<file path="src/rtl/voice_scheduler_pkg.sv">
// Shared widths, note payload and mixer state encoding for the voice scheduler.
package voice_scheduler_pkg;

    localparam int unsigned NUM_VOICES = 3;
    localparam int unsigned NOTE_W     = 6;
    localparam int unsigned DUR_W      = 6;
    localparam int unsigned SAMPLE_W   = 16;
    // Two guard bits so the sum of three full-scale samples cannot wrap
    localparam int unsigned SUM_W      = SAMPLE_W + 2;

    typedef enum logic [1:0] {
        MIX_IDLE    = 2'd0,
        MIX_COLLECT = 2'd1,
        MIX_EMIT    = 2'd2
    } mix_state_t;

    typedef struct packed {
        logic [NOTE_W-1:0] note;
        logic [DUR_W-1:0]  duration;
    } note_req_t;

endpackage

</file>
<file path="src/rtl/chord_mixer.sv">
// Gathers one sample from each voice that was busy at request time and emits
// their scaled sum as a single output sample.
module chord_mixer
    import voice_scheduler_pkg::*;
#(
    parameter int unsigned VOICES = NUM_VOICES
) (
    input  logic                         clk,
    input  logic                         reset_n,
    input  logic                         play,
    input  logic [VOICES-1:0]            voice_busy,
    input  logic [VOICES-1:0]            voice_done,
    input  logic [SAMPLE_W*VOICES-1:0]   voice_sample,
    input  logic [VOICES-1:0]            voice_sample_ready,
    input  logic                         generate_next_sample,
    output logic signed [SAMPLE_W-1:0]   sample_out,
    output logic                         new_sample_ready
);

    mix_state_t                  state, state_d;
    logic [VOICES-1:0]           mask, mask_d;
    logic [VOICES-1:0]           sticky, sticky_d;
    logic signed [SAMPLE_W-1:0]  cap   [VOICES];
    logic signed [SAMPLE_W-1:0]  cap_d [VOICES];
    logic signed [SAMPLE_W-1:0]  sample_d;
    logic                        pulse_d;
    logic signed [SUM_W-1:0]     sum;

    // Sum of captured samples for voices still in the chord
    always_comb begin
        sum = '0;
        for (int i = 0; i < VOICES; i++) begin
            if (mask[i]) begin
                sum = sum + SUM_W'(cap[i]);
            end
        end
    end

    always_comb begin
        state_d  = state;
        mask_d   = mask;
        sticky_d = sticky;
        cap_d    = cap;
        sample_d = sample_out;
        pulse_d  = 1'b0;
        case (state)
            MIX_IDLE: begin
                if (generate_next_sample) begin
                    sticky_d = '0;
                    if (play && (voice_busy != '0)) begin
                        mask_d  = voice_busy;
                        state_d = MIX_COLLECT;
                    end else begin
                        mask_d  = '0;
                        state_d = MIX_EMIT;
                    end
                end
            end
            MIX_COLLECT: begin
                if (!play) begin
                    mask_d  = '0;
                    state_d = MIX_EMIT;
                end else begin
                    // First sample per voice wins; a finishing voice drops out
                    for (int i = 0; i < VOICES; i++) begin
                        if (mask[i] && voice_sample_ready[i] && !sticky[i]) begin
                            sticky_d[i] = 1'b1;
                            cap_d[i]    = voice_sample[SAMPLE_W*i +: SAMPLE_W];
                        end
                        if (voice_done[i]) begin
                            mask_d[i] = 1'b0;
                        end
                    end
                    if ((mask_d & ~sticky_d) == '0) begin
                        state_d = MIX_EMIT;
                    end
                end
            end
            MIX_EMIT: begin
                sample_d = SAMPLE_W'(sum >>> 2);
                pulse_d  = 1'b1;
                state_d  = MIX_IDLE;
            end
            default: state_d = MIX_IDLE;
        endcase
    end

    always_ff @(posedge clk or negedge reset_n) begin
        if (!reset_n) begin
            state            <= MIX_IDLE;
            mask             <= '0;
            sticky           <= '0;
            sample_out       <= '0;
            new_sample_ready <= 1'b0;
            for (int i = 0; i < VOICES; i++) begin
                cap[i] <= '0;
            end
        end else begin
            state            <= state_d;
            mask             <= mask_d;
            sticky           <= sticky_d;
            sample_out       <= sample_d;
            new_sample_ready <= pulse_d;
            cap              <= cap_d;
        end
    end

endmodule

</file>
<file path="src/rtl/voice_scheduler.sv">
// Hands incoming notes to the lowest free note_player voice, tracks voice
// occupancy and mixes the active voices into one output sample stream.
module voice_scheduler
    import voice_scheduler_pkg::*;
#(
    parameter int unsigned NUM_VOICES = voice_scheduler_pkg::NUM_VOICES
) (
    input  logic                           clk,
    input  logic                           reset_n,
    input  logic                           play,
    input  logic                           note_valid,
    input  logic [NOTE_W-1:0]              note_in,
    input  logic [DUR_W-1:0]               duration_in,
    output logic                           note_ready,
    output logic [NUM_VOICES-1:0]          voice_load,
    output logic [NOTE_W-1:0]              voice_note,
    output logic [DUR_W-1:0]               voice_duration,
    input  logic [NUM_VOICES-1:0]          voice_done,
    output logic [NUM_VOICES-1:0]          voice_busy,
    input  logic [SAMPLE_W*NUM_VOICES-1:0] voice_sample,
    input  logic [NUM_VOICES-1:0]          voice_sample_ready,
    input  logic                           generate_next_sample,
    output logic signed [SAMPLE_W-1:0]     sample_out,
    output logic                           new_sample_ready
);

    note_req_t               payload;
    logic                    accept;
    logic [NUM_VOICES-1:0]   free_pick;

    assign note_ready = play && (voice_busy != {NUM_VOICES{1'b1}});
    assign accept     = note_valid && note_ready;
    // Isolates the lowest clear bit of the occupancy vector
    assign free_pick  = ~voice_busy & (voice_busy + NUM_VOICES'(1));

    assign voice_note     = payload.note;
    assign voice_duration = payload.duration;

    always_ff @(posedge clk or negedge reset_n) begin
        if (!reset_n) begin
            voice_busy <= '0;
            voice_load <= '0;
            payload    <= '0;
        end else begin
            voice_load <= '0;
            if (accept) begin
                voice_load <= free_pick;
                payload    <= '{note: note_in, duration: duration_in};
            end
            // Occupancy is frozen while paused, including done reports
            if (play) begin
                voice_busy <= (voice_busy & ~voice_done) | ({NUM_VOICES{accept}} & free_pick);
            end
        end
    end

    chord_mixer #(
        .VOICES (NUM_VOICES)
    ) u_mixer (
        .clk                  (clk),
        .reset_n              (reset_n),
        .play                 (play),
        .voice_busy           (voice_busy),
        .voice_done           (voice_done),
        .voice_sample         (voice_sample),
        .voice_sample_ready   (voice_sample_ready),
        .generate_next_sample (generate_next_sample),
        .sample_out           (sample_out),
        .new_sample_ready     (new_sample_ready)
    );

endmodule

</file>
<file path="config.mk">
export PLATFORM = sky130hd
export DESIGN_NAME = voice_scheduler
export DESIGN_NICKNAME = d
export VERILOG_FILES = /design/src/rtl/voice_scheduler_pkg.sv /design/src/rtl/chord_mixer.sv /design/src/rtl/voice_scheduler.sv
export SDC_FILE = /design/constraint.sdc
export NUM_CORES = 1
export LEC_CHECK = 0
export BUFFER_PORTS_ARGS = -buffer_cell sky130_fd_sc_hd__buf_2
export CAP_MARGIN = 15
export CORE_ASPECT_RATIO = 1.2
export CORE_MARGIN = 1
export CORE_UTILIZATION = 35
export CTS_CLUSTER_SIZE = 10
export DETAILED_ROUTE_END_ITERATION = 10
export PLACE_DENSITY_LB_ADDON = 0.3
export SLEW_MARGIN = 20
export SYNTH_ARGS = -nofsm -noshare
export SYNTH_HDL_FRONTEND = slang
export SYNTH_SLANG_ARGS = --single-unit
</file>
<file path="constraint.sdc">
create_clock -name clk -period 6.59 [get_ports clk]
set_input_delay 0.3295 -clock clk [delete_from_list [all_inputs] [get_ports clk]]
set_output_delay 0.3295 -clock clk [all_outputs]
set_load 0.01 [all_outputs]
</file>
## After elaboration in Yosys (flattened, before gate mapping)

Index checks and enable logic that the tools add are counted.

- Logic and storage cells: 86
- Input port bits: 71
- Output and inout port bits: 36
- Register bits after elaboration: 91

- Equality and inequality tests: 6
- Bitwise operators: 8
- Reductions and logical operators: 22
- Add/subtract/negate cells: 3
- Mux-type cells: 35

Operators by type and width:

| operator | count |
|---|---|
| two-way mux 18 bit | 3 |
| adder 18 x 16 -> 18 bit | 2 |
| two-way mux 1 bit | 19 |
| two-way mux 3 bit | 6 |
| bitwise AND 3 bit | 4 |
| one-hot mux 3 bit (2 select lines) | 2 |
| AND reduction 3 bit | 4 |
| logical AND 1 bit | 9 |
| inverter 3 bit | 3 |
| two-way mux 2 bit | 4 |
| != test 2 bit, second input constant | 2 |
| one-hot mux 2 bit (2 select lines) | 1 |
| AND reduction 2 bit | 2 |
| adder 3 x 1 -> 3 bit, second input constant | 1 |
| zero test 1 bit | 3 |
| zero test 3 bit | 1 |
| != test 3 x 2 -> 1 bit, second input constant | 1 |
| != test 3 bit, second input constant | 1 |
| OR 3 bit | 1 |
| nonzero test 3 bit | 1 |
| equality test 2 x 1 -> 1 bit, second input constant | 1 |
| equality test 2 bit, second input constant | 1 |
| zero test 2 bit | 1 |
| nonzero test 2 bit | 1 |

## Logic depth before layout (Yosys ltp)

Gate-level depths: netlist (run 1).

- Depth in word-level cells: 11
- Gate-level depth with buffers: 23
- Gate-level depth less buffers: 21

## Modules after synthesis

From an unflattened synthesis (run 1), not the netlist that was laid out.

- Cell total of the unflattened synthesis: 526
- Area, all modules: 5,378.9 um^2

By module, submodules not included:

| module | area each (um^2) | seq. area each (um^2) | times used | cells an instance |
|---|---|---|---|---|
| chord_mixer | 4,631.9 | 1,826.8 | 1 | 479 |
| voice_scheduler | 747.0 | 450.4 | 1 | 47 |

## Least setup slack after synthesis (run 1)

OpenSTA, ideal clock, no wires.

- Path type: reg-to-reg
- Start point: register u_mixer.mask[0]
- End point: register u_mixer.sample_out[14]
- Clock period less this slack: 4,809 ps
- Arrival: 4,726 ps
- Data required time: 6,507 ps
- Buffers on the path: 2
- Library setup time: 83 ps
- Slack: 1,781 ps
- Stages on the path, launching flop included: 22
- Path through: dfrtp_1 > clkbuf_1 > clkbuf_1 > and2_1 > ha_1 > fa_1 > maj3_1 > a22oi_1 > o221ai_1 > a21oi_1 > xnor2_1 > mux2_2 > ha_1 > nand2_1 > o21ai_0 > or4_1 > o21ai_1 > o21ai_0 > a21oi_1 > xnor2_1 > mux2i_1 > o21ai_0

- Cells in the longest elaborated chain, start to end: 5

Ends and longest elaborated chain:

| element | line | source |
|---|---|---|
| start: declaration | chord_mixer.sv:21 | `logic [VOICES-1:0] mask, mask_d;` |
| start signal: assignment | chord_mixer.sv:100 | `mask <= mask_d;` |
| two-way mux 18 bit * | chord_mixer.sv:33 | `if (mask[i]) begin` |
| adder 18 x 16 -> 18 bit | chord_mixer.sv:34 | `sum = sum + SUM_W'(cap[i]);` |
| two-way mux 18 bit * | chord_mixer.sv:33 |  |
| adder 18 x 16 -> 18 bit | chord_mixer.sv:34 |  |
| two-way mux 18 bit * | chord_mixer.sv:33 |  |
| end signal: assignment | chord_mixer.sv:102 | `sample_out <= sample_d;` |
| end: declaration | chord_mixer.sv:16 | `output logic signed [SAMPLE_W-1:0] sample_out,` |

Every way passes the cells marked *; elsewhere a longest branch is shown, timed or not.
A chain may end at the register's enable or synchronous reset.

## Worst setup path in the final report (run 1)

Ends and elaborated chain as after synthesis.

==> results_dict.tcl, run 1 <==
set metrics [dict create \
    outcome "finished, final reports clean" \
    endpoint_kind "flip-flop" \
    clk_pin_slew_ps 70 \
    slew_headroom_pct 41.5 \
    arrival_ps 5390 \
    drtPass1Iterations 5 \
    crit_required_ps 6850 \
    antenna_cells 0 \
    multiInputGateArea_um2 2900 \
    synth_edf_count 0 \
    drtAntennaViolNets 0 \
    swShare_pct 32.4 \
    drive_gt1_share_pct 33.3 \
    yosys.area.top_type_share_pct 42.7 \
    met1_length_mm 5.75 \
    port-buffer-count 106 \
    period_minus_slack_ps 5130 \
    cts_max_level 3 \
    vias 4103 \
    finalHoldViolCount 0 \
    n_fill_cell 1476 \
    antenna_found_initial 0 \
    final_nets 711 \
    drt-initial-drc-count 219 \
    wirelength_mm 12.2 \
    num_rows 49 \
    io_pins 107 \
    crit_type "reg -> reg" \
    max-clock-path-buffers 2 \
    die_height_um 137 \
    ys_top_cells_by_count "91 x dfrtp_1, 65 x mux2_2, 43 x nand2_1" \
    route.detailed.drc 0 \
    hpwl_mm 9.57 \
    synth_largest_area_cell "dfrtp_1" \
    route.met3.wl_um 483 \
    p_comb_share_pct 27.3 \
    ys_seq_area_share_pct 42.7 \
    dieArea_um2 15700 \
    gp_congestion 0.898 \
    grt_pass1_wl_mm 19.7 \
    dpl-instance-area_um2 6050 \
    ys.warnings.count 0 \
    synthesis.nets 612 \
    cts_resized 0 \
    grt_usage_pct 15.9 \
    finalClockSkew_ps 8.01 \
    core-area_um2 15000 \
    cts_inserted_buffers 9 \
    post_drt_via_cell_ratio 5.01 \
    synthArstFlopShare_pct 100 \
    ir_drop_mv 0.111 \
    worstSkewPairLatency_ps 340 \
    pwr-share-seq_pct 42.6 \
    wl_met2_mm 5.76 \
    switching_power_mw 0.601 \
    hold_path.class "in -> reg" \
    start_util_pct 35.7 \
    fin_setup_tns_ps 0 \
    ff_latch_area_um2 2280 \
    ys_ff_latch 91 \
    rsz0062_at_grt "false" \
    syn_to_final_growth_pct 19.8 \
    numClockSinks 91 \
    power.leakage_nw 3.23 \
    cts_root_buffer "clkbuf_16" \
    cts_tree "done" \
    setup_viol 0 \
    p_clk_share_pct 30.1 \
    p_int_mw 1.25 \
    start_kind "flip-flop" \
    period_share_pct 77.8 \
    cap_violations 0 \
    yosysMostFrequentCell "dfrtp_1" \
    grt_pass1_vias 4038 \
    die_w_um 115 \
    grt_max_degree 52 \
    top_layer "met4" \
    grt.overflow.total 0 \
    total_power_mw 1.85 \
    cts_hold_buffers 1 \
    synth.cell_area_um2 5330 \
    post_drt_wl_per_cell_um 14.9 \
    synth_top_cells_by_area "dfrtp_1 43%, mux2_2 14%, ha_1 6.8%, nand2_1 3.0%, o21ai_0 2.6%" \
    slew_violations 0 \
    p_per_area_nw_per_um2 290 \
    cts_setup_buffers 0 \
    worst_pin_slew_ps 878 \
    synth.avg_cell_area_um2 10.4 \
    cp_max_fo 26 \
    fin_area_um2 6390 \
    synth_ff_type "dfrtp_1" \
    synth.distinct_cells 63 \
    netlist_instances 511 \
    fmax_mhz 195 \
]
## critical path: stages (launching register included)
cell and delay, ps:
dfrtp_1 610, and2_1 250, ha_1 240, fa_1 480, maj3_1 370, a22oi_1 320
o221ai_1 190, a21oi_1 210, xnor2_1 80, mux2_2 280, ha_1 340, nand2_1 80
o21ai_0 110, or4_1 400, o21ai_1 290, o21ai_0 180, a21oi_1 220, xnor2_1 140
mux2i_1 80, o21ai_0 160
## cell usage in the layout (no fill, tap or decap), types with 12 or more instances in the layout
cell,Yosys,final
and2_1,16,16
a21oi_1,27,27
o21ai_0,28,28
ha_1,29,29
xor2_1,12,12
nand2_1,43,43
nor2_1,22,22
dfrtp_1,91,91
inv_1,16,16
buf_2,7,105
xnor2_1,16,16
mux2_2,65,65
## layout make-up
class	count	area share, %
Tap cell	204	4.00
Multi-Input combinational cell	381	45.4
Clock inverter	7	1.55
Clock buffer	9	3.53
Sequential cell	91	35.7
Timing Repair Buffer	110	8.85
Inverter	17	0.999
## per-layer routing
layer,vias to the layer above,global-route usage [%]
met5,-,0
met4,0,5.41
li1,2046,-
met1,1942,21.7
met2,99,25.8
met3,16,2.46
## state kept, by name (all words and copies together), names as in the netlist
register                  flops
u_mixer.cap                  48
u_mixer.mask                  3
voice_duration                6
voice_load                    3
voice_note                    6
u_mixer.sample_out           16
u_mixer.new_sample_ready      1
voice_busy                    3
u_mixer.state                 2
u_mixer.sticky                3
## power groups by stage
| stage | Clock, mW | Combinational (mW) | Sequential, mW |
|---|---|---|---|
| final | 0.558 | 0.506 | 0.791 |
| after global routing | 0.595 | 0.564 | 0.814 |
| after CTS | 0.574 | 0.511 | 0.794 |
| after detailed placement | 0 | 0.508 | 0.805 |
| after global placement | 0 | 0.495 | 0.798 |
| after floorplan | 0 | 0.349 | 0.778 |
## kinds of logic after synthesis
group,synth area share (%)
flip-flops,42.7
multiplexers,14.7
buffers and inverters,2.91
adder cells (fa/ha/maj),7.76
XOR/XNOR,4.60
AND/OR/NAND/NOR,12.4
AO/OA/AOI/OAI,15.0
## final timing paths
| path | slack [ps] | cells after the start | endpoint | startpoint |
|---|---|---|---|---|
| min in group asynchronous | 510 | 2 | u_mixer.cap[14] | reset_n |
| worst max-delay path | 1460 | 19 | u_mixer.sample_out[14] | u_mixer.mask[0] |
| worst max register to register | 1460 | 19 | u_mixer.sample_out[14] | u_mixer.mask[0] |
| worst min register to register | 470 | 2 | u_mixer.sample_out[1] | u_mixer.sample_out[1] |
| worst min-delay path | 210 | 2 | voice_busy[0] | voice_done[0] |
| max in group asynchronous | 5020 | 3 | voice_busy[1] | reset_n |
## stage by stage
stage                     instances  setup slack (ps)  util [%]  hold slack (ps)
after floorplan                 511              1780         -             33.9
after global placement          802              1530      40.5              339
after detailed placement        802              1450      40.5              354
after CTS                       819              1430      42.7              196
after global routing            819               999      42.7              208
final                           819              1460      42.7              208
Note: power is estimated with default switching activity, not from simulation.
==> run 2: changes to the inputs <==
==> constraint.sdc (replaced) <==
create_clock -name clk -period 4.89 [get_ports clk]
set_input_delay 0.2445 -clock clk [delete_from_list [all_inputs] [get_ports clk]]
set_output_delay 0.2445 -clock clk [all_outputs]
set_load 0.01 [all_outputs]
==> results_dict.tcl, run 2 (same netlist as run 1, synthesis figures left out) <==
set metrics [dict create \
    outcome "finished, final reports clean" \
    hold_path.class "in -> reg" \
    switching_power_mw 0.826 \
    pwr-share-seq_pct 42.9 \
    path_depth 19 \
    dpl-instance-area_um2 6080 \
    grt_pass1_wl_mm 19.8 \
    dieArea_um2 15700 \
    rsz0062_at_grt "false" \
    ir_drop_mv 0.172 \
    core-area_um2 15000 \
    cts_root_buffer "clkbuf_16" \
    die_height_um 137 \
    drtPass1Iterations 4 \
    cts_tree "done" \
    wirelength_mm 12.2 \
    crit_type "reg -> reg" \
    arrival_ps 4780 \
    total_power_mw 2.43 \
    numClockSinks 91 \
    final_nets 714 \
    worst_pin_slew_ps 860 \
    p_comb_share_pct 29.4 \
    grt_max_degree 54 \
    drive_gt1_share_pct 34.5 \
    crit_required_ps 5150 \
    antenna_cells 0 \
    post_drt_wl_per_cell_um 14.9 \
    finalClockSkew_ps 10.3 \
    slowest_stage "or4_1" \
    period_share_pct 92.5 \
    final_common_cell "buf_2" \
    num_rows 49 \
    max-clock-path-buffers 2 \
    period_minus_slack_ps 4520 \
    dp_slack_ps 118 \
    gp_congestion 0.852 \
    syn_to_final_growth_pct 19.9 \
    fin_setup_tns_ps 0 \
    worstSkewPairLatency_ps 350 \
    endpoint_kind "flip-flop" \
    slew_headroom_pct 42.6 \
    critPathMaxStageDelay_ps 460 \
    hpwl_mm 9.55 \
    finalHoldViolCount 0 \
    setup_viol 0 \
    grt_usage_pct 16.1 \
    p_int_mw 1.60 \
    whs_path_depth 2 \
    reg_top3 "u_mixer.cap x48, u_mixer.sample_out x16" \
    fmax_mhz 221 \
    crit_chain "and2_1 -> ha_1 -> fa_2 -> maj3_1 -> a22oi_2 -> o221ai_1 -> a21oi_1 -> xnor2_1 -> mux2_2 -> ha_1 -> nand2_1 -> o21ai_0 -> or4_1 -> o21ai_4 -> o21ai_0 -> a21oi_1 -> xnor2_1 -> mux2i_1 -> o21ai_0" \
    io_pins 107 \
    fin_area_um2 6400 \
    power.leakage_nw 3.23 \
    fin_util_pct 42.8 \
    vias 4120 \
    start_kind "flip-flop" \
    grt_pass1_vias 4107 \
    post_drt_via_cell_ratio 5.01 \
    p_clk_share_pct 27.6 \
    die_w_um 115 \
    setup_ws_ps 366 \
    worst_path_most_repeated_cell "o21ai_0" \
    p_per_area_nw_per_um2 379 \
    clk_pin_slew_ps 70 \
    r2r_cells 19 \
    cap_violations 0 \
    drt-initial-drc-count 243 \
    regMostFlops "u_mixer.cap" \
    cp_max_fo 7 \
    layout_common_cells "105 x buf_2, 90 x dfrtp_1, 65 x mux2_2" \
    grt.overflow.total 0 \
    slew_violations 0 \
    start_util_pct 35.7 \
    route.detailed.drc 0 \
    largest_register_ffs 48 \
    antenna_found_initial 0 \
    crit_buf_inv 0 \
    drtAntennaViolNets 0 \
    port-buffer-count 106 \
    r2r_slack_ps 370 \
    swShare_pct 34.1 \
    cts_max_level 3 \
    cts_inserted_buffers 9 \
    cpLargestDelayFamily "adder cells" \
]
## run 2: timing repair
action                                 4_1_cts  5_1_grt
endpoints found under the hold margin       38        0
setup buffers                                0        0
resized for setup                            0        6
setup endpoints to repair                    0        5
hold buffers                                 1        0
## run 2: metrics by stage
step	cells	hold slack (ps)
after global placement	805	241
after floorplan	511	-51.1
final	822	117
after detailed placement	805	252
after CTS	822	102
after global routing	822	105
## run 2: power groups by stage
stage	Sequential [mW]	Combinational [mW]	Clock, mW
2_1_floorplan	1.05	0.471	0
3_3_place_gp	1.05	0.698	0
3_5_place_dp	1.06	0.714	0
4_1_cts	1.04	0.719	0.692
5_1_grt	1.06	0.799	0.720
6_report	1.04	0.714	0.670
## run 2: path summary, 6_finish.rpt
| path | startpoint | to |
|---|---|---|
| max in group asynchronous | reset_n | u_mixer.mask[0] |
| min | voice_done[0] | voice_busy[0] |
| max | u_mixer.mask[0] | u_mixer.sample_out[14] |
| min reg2reg | u_mixer.sample_out[9] | u_mixer.sample_out[9] |
| min in group asynchronous | reset_n | u_mixer.cap[12] |
| max reg2reg | u_mixer.mask[0] | u_mixer.sample_out[14] |
## run 2: final cells by class
| cell class | instances | area, µm² |
|---|---|---|
| Fill cell | 1490 | 8560 |
| Multi-Input combinational cell | 381 | 2930 |
| Sequential cell | 91 | 2280 |
| Timing Repair Buffer | 113 | 588 |
| Tap cell | 204 | 255 |
| Clock buffer | 9 | 225 |
| Inverter | 17 | 63.8 |
| Clock inverter | 7 | 61.3 |
## run 2: worst register-to-register path, stage by stage, from the launching register on
cell,delay [ps]
dfrtp_2,450
and2_1,160
ha_1,240
fa_2,410
maj3_1,370
a22oi_2,180
o221ai_1,160
a21oi_1,200
xnor2_1,80
mux2_2,280
ha_1,340
nand2_1,80
o21ai_0,110
or4_1,460
o21ai_4,190
o21ai_0,150
a21oi_1,190
xnor2_1,130
mux2i_1,80
o21ai_0,170
## run 2: layer usage
metal  track usage (%)  share of wire [%]
met3              2.60                4.2
met1              20.9                 47
met5                 0                  0
met4              5.99                1.1
met2              27.0                 48
